==> src/rtl/intt16_pointwise_loader_if.sv <==
// Handshake and frame bus between the coefficient source,
// the pointwise loader and the downstream 16-point INTT.
interface intt16_pointwise_loader_if #(
    parameter int DATA_WIDTH = 16
);
    logic                  in_valid;
    logic                  in_ready;
    logic [DATA_WIDTH-1:0] in_a;
    logic [DATA_WIDTH-1:0] in_b;
    logic                  flush;
    logic                  frame_valid;
    logic                  frame_ack;
    logic [DATA_WIDTH-1:0] out0, out1, out2, out3;
    logic [DATA_WIDTH-1:0] out4, out5, out6, out7;
    logic [DATA_WIDTH-1:0] out8, out9, out10, out11;
    logic [DATA_WIDTH-1:0] out12, out13, out14, out15;
    logic [3:0]            fill_idx;
    logic [7:0]            frame_count;

    modport master (
        output in_valid, in_a, in_b, flush, frame_ack,
        input  in_ready, frame_valid, fill_idx, frame_count,
        input  out0, out1, out2, out3, out4, out5, out6, out7,
        input  out8, out9, out10, out11, out12, out13, out14, out15
    );

    modport slave (
        input  in_valid, in_a, in_b, flush, frame_ack,
        output in_ready, frame_valid, fill_idx, frame_count,
        output out0, out1, out2, out3, out4, out5, out6, out7,
        output out8, out9, out10, out11, out12, out13, out14, out15
    );
endinterface

==> src/rtl/intt16_pointwise_loader.sv <==
// Pointwise (a*b) mod MODULUS loader that assembles
// 16-coefficient frames for the inverse NTT.
module intt16_pointwise_loader #(
    parameter int DATA_WIDTH = 16,
    parameter int MODULUS    = 17,
    parameter int N          = 16
) (
    input  logic                          clk,
    input  logic                          rst,
    intt16_pointwise_loader_if.slave      bus
);
    localparam int PW = 2 * DATA_WIDTH;
    localparam logic [PW-1:0] MOD_W = PW'(MODULUS);

    typedef enum logic {FILL, FULL} state_t;

    state_t                state_q, state_d;
    logic [3:0]            idx_q, idx_d;
    logic [7:0]            cnt_q, cnt_d;
    logic                  wr_en;
    logic [PW-1:0]         prod;
    logic [DATA_WIDTH-1:0] product;
    logic [DATA_WIDTH-1:0] slot_q [N];

    // Full-width product; the remainder always fits in DATA_WIDTH
    assign prod    = {{DATA_WIDTH{1'b0}}, bus.in_a}
                   * {{DATA_WIDTH{1'b0}}, bus.in_b};
    assign product = DATA_WIDTH'(prod % MOD_W);

    always_comb begin
        state_d = state_q;
        idx_d   = idx_q;
        cnt_d   = cnt_q;
        wr_en   = 1'b0;
        if (bus.flush) begin
            state_d = FILL;
            idx_d   = 4'd0;
        end else begin
            unique case (state_q)
                FILL: begin
                    if (bus.in_valid) begin
                        wr_en = 1'b1;
                        idx_d = idx_q + 4'd1;
                        if (idx_q == 4'd15) state_d = FULL;
                    end
                end
                FULL: begin
                    if (bus.frame_ack) begin
                        state_d = FILL;
                        idx_d   = 4'd0;
                        cnt_d   = cnt_q + 8'd1;
                    end
                end
            endcase
        end
    end

    always_ff @(posedge clk or posedge rst) begin
        if (rst) begin
            state_q <= FILL;
            idx_q   <= 4'd0;
            cnt_q   <= 8'd0;
        end else begin
            state_q <= state_d;
            idx_q   <= idx_d;
            cnt_q   <= cnt_d;
        end
    end

    always_ff @(posedge clk or posedge rst) begin
        if (rst) begin
            for (int k = 0; k < N; k++) slot_q[k] <= '0;
        end else if (wr_en) begin
            slot_q[idx_q] <= product;
        end
    end

    assign bus.in_ready    = (state_q == FILL);
    assign bus.frame_valid = (state_q == FULL);
    assign bus.fill_idx    = idx_q;
    assign bus.frame_count = cnt_q;

    assign bus.out0  = slot_q[0];
    assign bus.out1  = slot_q[1];
    assign bus.out2  = slot_q[2];
    assign bus.out3  = slot_q[3];
    assign bus.out4  = slot_q[4];
    assign bus.out5  = slot_q[5];
    assign bus.out6  = slot_q[6];
    assign bus.out7  = slot_q[7];
    assign bus.out8  = slot_q[8];
    assign bus.out9  = slot_q[9];
    assign bus.out10 = slot_q[10];
    assign bus.out11 = slot_q[11];
    assign bus.out12 = slot_q[12];
    assign bus.out13 = slot_q[13];
    assign bus.out14 = slot_q[14];
    assign bus.out15 = slot_q[15];
endmodule

==> src/flat_wrapper.sv <==
// flat-port wrapper written by rule: the top's interface ports become plain ports
module intt16_pointwise_loader_flat 
#(
    parameter int DATA_WIDTH = 16,
    parameter int MODULUS    = 17,
    parameter int N          = 16
)
  (clk, rst, bus_in_valid, bus_in_a, bus_in_b, bus_flush, bus_frame_ack, bus_in_ready, bus_frame_valid, bus_fill_idx, bus_frame_count, bus_out0, bus_out1, bus_out2, bus_out3, bus_out4, bus_out5, bus_out6, bus_out7, bus_out8, bus_out9, bus_out10, bus_out11, bus_out12, bus_out13, bus_out14, bus_out15);
  intt16_pointwise_loader_if #(.DATA_WIDTH(DATA_WIDTH)) bus_i ();
  input  logic clk;
  input  logic rst;
  input wire logic [$bits(bus_i.in_valid)-1:0] bus_in_valid;
  input wire logic [$bits(bus_i.in_a)-1:0] bus_in_a;
  input wire logic [$bits(bus_i.in_b)-1:0] bus_in_b;
  input wire logic [$bits(bus_i.flush)-1:0] bus_flush;
  input wire logic [$bits(bus_i.frame_ack)-1:0] bus_frame_ack;
  output wire logic [$bits(bus_i.in_ready)-1:0] bus_in_ready;
  output wire logic [$bits(bus_i.frame_valid)-1:0] bus_frame_valid;
  output wire logic [$bits(bus_i.fill_idx)-1:0] bus_fill_idx;
  output wire logic [$bits(bus_i.frame_count)-1:0] bus_frame_count;
  output wire logic [$bits(bus_i.out0)-1:0] bus_out0;
  output wire logic [$bits(bus_i.out1)-1:0] bus_out1;
  output wire logic [$bits(bus_i.out2)-1:0] bus_out2;
  output wire logic [$bits(bus_i.out3)-1:0] bus_out3;
  output wire logic [$bits(bus_i.out4)-1:0] bus_out4;
  output wire logic [$bits(bus_i.out5)-1:0] bus_out5;
  output wire logic [$bits(bus_i.out6)-1:0] bus_out6;
  output wire logic [$bits(bus_i.out7)-1:0] bus_out7;
  output wire logic [$bits(bus_i.out8)-1:0] bus_out8;
  output wire logic [$bits(bus_i.out9)-1:0] bus_out9;
  output wire logic [$bits(bus_i.out10)-1:0] bus_out10;
  output wire logic [$bits(bus_i.out11)-1:0] bus_out11;
  output wire logic [$bits(bus_i.out12)-1:0] bus_out12;
  output wire logic [$bits(bus_i.out13)-1:0] bus_out13;
  output wire logic [$bits(bus_i.out14)-1:0] bus_out14;
  output wire logic [$bits(bus_i.out15)-1:0] bus_out15;
  assign bus_i.in_valid = bus_in_valid;
  assign bus_i.in_a = bus_in_a;
  assign bus_i.in_b = bus_in_b;
  assign bus_i.flush = bus_flush;
  assign bus_i.frame_ack = bus_frame_ack;
  assign bus_in_ready = bus_i.in_ready;
  assign bus_frame_valid = bus_i.frame_valid;
  assign bus_fill_idx = bus_i.fill_idx;
  assign bus_frame_count = bus_i.frame_count;
  assign bus_out0 = bus_i.out0;
  assign bus_out1 = bus_i.out1;
  assign bus_out2 = bus_i.out2;
  assign bus_out3 = bus_i.out3;
  assign bus_out4 = bus_i.out4;
  assign bus_out5 = bus_i.out5;
  assign bus_out6 = bus_i.out6;
  assign bus_out7 = bus_i.out7;
  assign bus_out8 = bus_i.out8;
  assign bus_out9 = bus_i.out9;
  assign bus_out10 = bus_i.out10;
  assign bus_out11 = bus_i.out11;
  assign bus_out12 = bus_i.out12;
  assign bus_out13 = bus_i.out13;
  assign bus_out14 = bus_i.out14;
  assign bus_out15 = bus_i.out15;
  intt16_pointwise_loader #(.DATA_WIDTH(DATA_WIDTH), .MODULUS(MODULUS), .N(N)) u_core (.clk(clk), .rst(rst), .bus(bus_i));
endmodule
==> config.mk <==
export PLATFORM = sky130hd
export DESIGN_NAME = intt16_pointwise_loader_flat
export DESIGN_NICKNAME = d
export VERILOG_FILES = /design/src/rtl/intt16_pointwise_loader_if.sv /design/src/rtl/intt16_pointwise_loader.sv /design/src/flat_wrapper.sv
export SDC_FILE = /design/constraint.sdc
export NUM_CORES = 1
export LEC_CHECK = 0
export CORE_MARGIN = 10
export CORE_UTILIZATION = 52
export CTS_CLUSTER_DIAMETER = 150
export DETAILED_ROUTE_END_ITERATION = 8
export PLACE_DENSITY = 0.79
export SKIP_LAST_GASP = 1
export SLEW_MARGIN = 0
export SYNTH_ARGS = -nofsm -noshare
export SYNTH_HDL_FRONTEND = slang
export SYNTH_SLANG_ARGS = --single-unit
==> constraint.sdc <==
create_clock -name clk -period 8.1 [get_ports clk]
set_clock_uncertainty 0.15 [all_clocks]
set_input_delay 0.81 -clock clk [delete_from_list [all_inputs] [get_ports clk]]
set_output_delay 0.81 -clock clk [all_outputs]
set_load 0.02 [all_outputs]
==> metrics.md <==
| Metric | Value |
|---|---|
| Final WS setup | `-12.00 ns` |
| Die Y | `236 um` |
| CTS clk-pin slew, worst paths | `~0.07 ns` |
| Max Used Layer | `met4` |
| R2R setup slack | `slightly above 5 ns` |
| Fmax | `~50 MHz` |
| Synth async-reset ratio | `100%` |
| Syn Inst Count | `approximately 2700` |
| CTS root buffer | `clkbuf_16` |
| Core ar. | `between 40000 and 50000 um2` |
| Area Overhead vs Synth | `49.2%` |
| Vias in the first global route | `approximately 27000` |
| Area contributors post-synth | `dfrtp_1 28%, fa_1 16%, nand2_1 5.9%` |
| # clock sinks | `approximately 270` |
| CTS tree | `yes` |
| Avg Inst Size Synth | `between 8 and 9 um2` |
| RePlAce Congestion | `between 0.9 and 1` |
| CP max stage delay | `around 0.56 ns` |
| Worst setup path class | `in -> reg` |
| Clock Latency Late Sink | `between 0.5 and 0.6 ns` |
| Max transition margin | `around 15%` |
| Layout cells sized above 1 | `between 30% and 40%` |
| WL per Instance | `20.5 um` |
| Mux cell area share after synthesis | `under 10%` |
| Post-synth EDFFs | `0` |
| H-tree Lvls | `1` |
| Largest net degree at the start of global routing | `176` |
| Starting density of the core | `52.4%` |
| WL met2 | `between 40 and 50 mm` |
| Post-Synth Adder-Cell Area | `roughly 22%` |
| RSZ-0062 raised after global routing | `yes` |
| # IOs | `roughly 300` |
| Worst slew pin tran | `roughly 1.3 ns` |
| Number of remaining DRC errors | `0` |
| Crit path DAT | `20.32 ns` |
| Routed vias | `between 20000 and 30000` |
| Synth Area in Simple Gates | `about a fifth` |
| Post-CTS Hold Buffers | `0` |
| Sequential area share after synthesis | `27.7%` |
| Worst-path maximum fanout | `8` |
| Diodes inserted | `0` |
| Final WL | `~90 mm` |
| Max Slew Vio Count | `0` |
| WP data required | `about 8.3 ns` |
| Netlist cell types | `130` |
| Compound-cell area share of the yosys netlist | `between 20 and 25%` |
| Max-cap violations | `0` |
| Final Setup Violations | `about 260` |
| Die W | `between 200 and 250 um` |
| R2R depth | `7` |
| Startpoint Class | `primary input` |
| Num rows | `79` |
| Number of fill cells | `between 2000 and 3000` |
| Dpl cells | `roughly 4100` |
| Tcrit/Tclk final | `248%` |
| Worst flop-to-flop path endpoint | `u_core.bus.out14[8]` |
| Total track usage | `29.9%` |
| Largest family of logic cells by synthesized area | `adder cells` |
| Total global routing overflow | `0` |
| CTS Buf Count | `23` |
| Xor-xnor portion of the synthesized cell area | `under 10%` |
| Hold WC Path Type | `reg -> reg` |
| Outcome | `finished with violations` |
| DP HPWL | `around 63 mm` |
| Synth warn | `0` |
| Hold Path Origin | `u_core.bus.out7[0]` |
| Syn_nets | `a little over 3000` |
| Hold path endpoint | `u_core.bus.out7[0]` |
| Layout Nets | `about 4000` |
| Metal3 WL | `~5.7 mm` |
| Clk buf depth | `3` |
| Min cycle time layout | `roughly 20 ns` |
| Final Util | `about four fifths` |
| Top-area cell type share of the netlist area | `between 20% and 30%` |
| Drt first pass iters | `5` |
| Worst r2r src | `u_core.bus.frame_valid` |
| Hold Crit Depth | `2` |
| Die footprint | `55800 um2` |
| Synthesized area | `24300 um2` |
| Initial DRC Count | `2358` |
| Yosys top cell by area | `dfrtp_1` |
| Global-route wire length before repair | `139 mm` |
| Initial antenna violation count | `0` |
| Ys flop type | `dfrtp_1` |
| FF+latch count, synth | `between 200 and 300` |
| Top cells by count, synth | `383 x nand2_1, 269 x dfrtp_1, 252 x inv_1` |
| Number of port buffers | `~310` |
| Failing checks | `setup timing` |
| Most common cell in the synthesized netlist | `nand2_1` |
| Final Hold Vio Count | `0` |
| Post-DRT Antenna Nets | `0` |
| Crit-path slowest cell | `fa_1` |
| Worst Setup End Kind | `flip-flop` |
| Vias/cell | `between 5 and 6` |
| DRT met1 WL | `between 30 and 40 mm` |
| Fin cells | `~4300` |
==> layout make-up <==
| type | count | area, um2 | share of cell area [%] |
|---|---|---|---|
| multi-input cells | 2091 | 18100 | 50.0 |
| repair buffers | 1012 | 8850 | 24.4 |
| flip-flops and latches | 269 | 6730 | 18.6 |
| inverters | 252 | 953 | 2.63 |
| well taps | 607 | 759 | 2.09 |
| clock buffers | 27 | 621 | 1.71 |
| clock inverters | 15 | 208 | 0.573 |
==> timing repair <==
| action | 4_1_cts | 5_1_grt |
|---|---|---|
| setup endpoints to repair | 256 | 256 |
| pin swaps | 183 | 87 |
| buffers inserted | 106 | 38 |
| resized for setup | 407 | 82 |
| cloned | 11 | 0 |
==> critical path, delay by kind of cell <==
family / cells / cell delay (ns)
and+or+nand+nor: 20 / 4.03
adders and majority gates: 9 / 3.92
buffers and inverters: 20 / 2.36
AOI/OAI and AO/OA: 34 / 8.22
xor gates and xnor gates: 5 / 0.94
==> registers in the layout, indices dropped and copies added (netlist names) <==
register and flops:
u_core.bus.frame_valid 1, u_core.bus.out8 16, u_core.bus.out4 16, u_core.bus.frame_count 8
u_core.bus.out13 16, u_core.bus.out1 16, u_core.bus.out0 16, u_core.bus.out12 16
u_core.bus.out10 16, u_core.bus.out9 16, u_core.bus.fill_idx 4, u_core.bus.out6 16
u_core.bus.out7 16, u_core.bus.out11 16, u_core.bus.out14 16, u_core.bus.out15 16
u_core.bus.out5 16, u_core.bus.out2 16, u_core.bus.out3 16
==> layer usage <==
layer	track usage, %	vias up
met2	54.6	1266
met1	34.0	12600
met5	0	-
li1	-	11300
met4	14.3	0
met3	3.88	361
==> kinds of logic (layout without fill, tap and decap cells) <==
logic type,Yosys count,count (layout)
simple gates,958,958
compound gates,718,718
buf+inv,384,1306
fa+ha+maj,309,309
flops,269,269
xor+xnor,83,83
mux,22,23
==> worst max-delay path by stage <==
stage | startpoint | endpoint | slack [ns]
after floorplan | bus_in_b[6] | u_core.bus.out0[3] | -11.43
after global placement | bus_in_b[9] | u_core.bus.out14[0] | -12.78
after detailed placement | bus_in_b[9] | u_core.bus.out4[0] | -13.16
after CTS | bus_in_a[7] | u_core.bus.out4[1] | -11.26
after global routing | bus_in_a[10] | u_core.bus.out4[2] | -12.57
final | bus_in_a[5] | u_core.bus.out8[2] | -12.00
==> layout by cell type, fill, tap and decap left out, drive strengths merged, types with 27 or more instances in the layout <==
| master | n |
|---|---|
| buf | 730 |
| nand2 | 394 |
| clkdlybuf4s50 | 275 |
| dfrtp | 269 |
| inv | 254 |
| nor2 | 202 |
| fa | 194 |
| o21ai | 194 |
| a21oi | 186 |
| and2 | 125 |
| ha | 113 |
| xnor2 | 58 |
| nand3 | 55 |
| o21a | 47 |
| nor3 | 47 |
| o211ai | 30 |
| clkbuf | 27 |
==> through the flow <==
step           hold WS [ns]  setup TNS, ns  setup slack, ns  instance area [um2]
3_3_place_gp          0.314       -3216.56           -12.78                32600
5_1_grt               0.344       -3189.89           -12.57                36300
4_1_cts               0.327       -2855.08           -11.26                35500
6_report              0.326       -3042.84           -12.00                36300
2_1_floorplan         0.432       -2913.11           -11.43                25300
3_5_place_dp          0.314       -3300.96           -13.16                32600
Power is not shown: default switching activity piles up to over one toggle a cycle in this logic, so the estimate is an artifact.
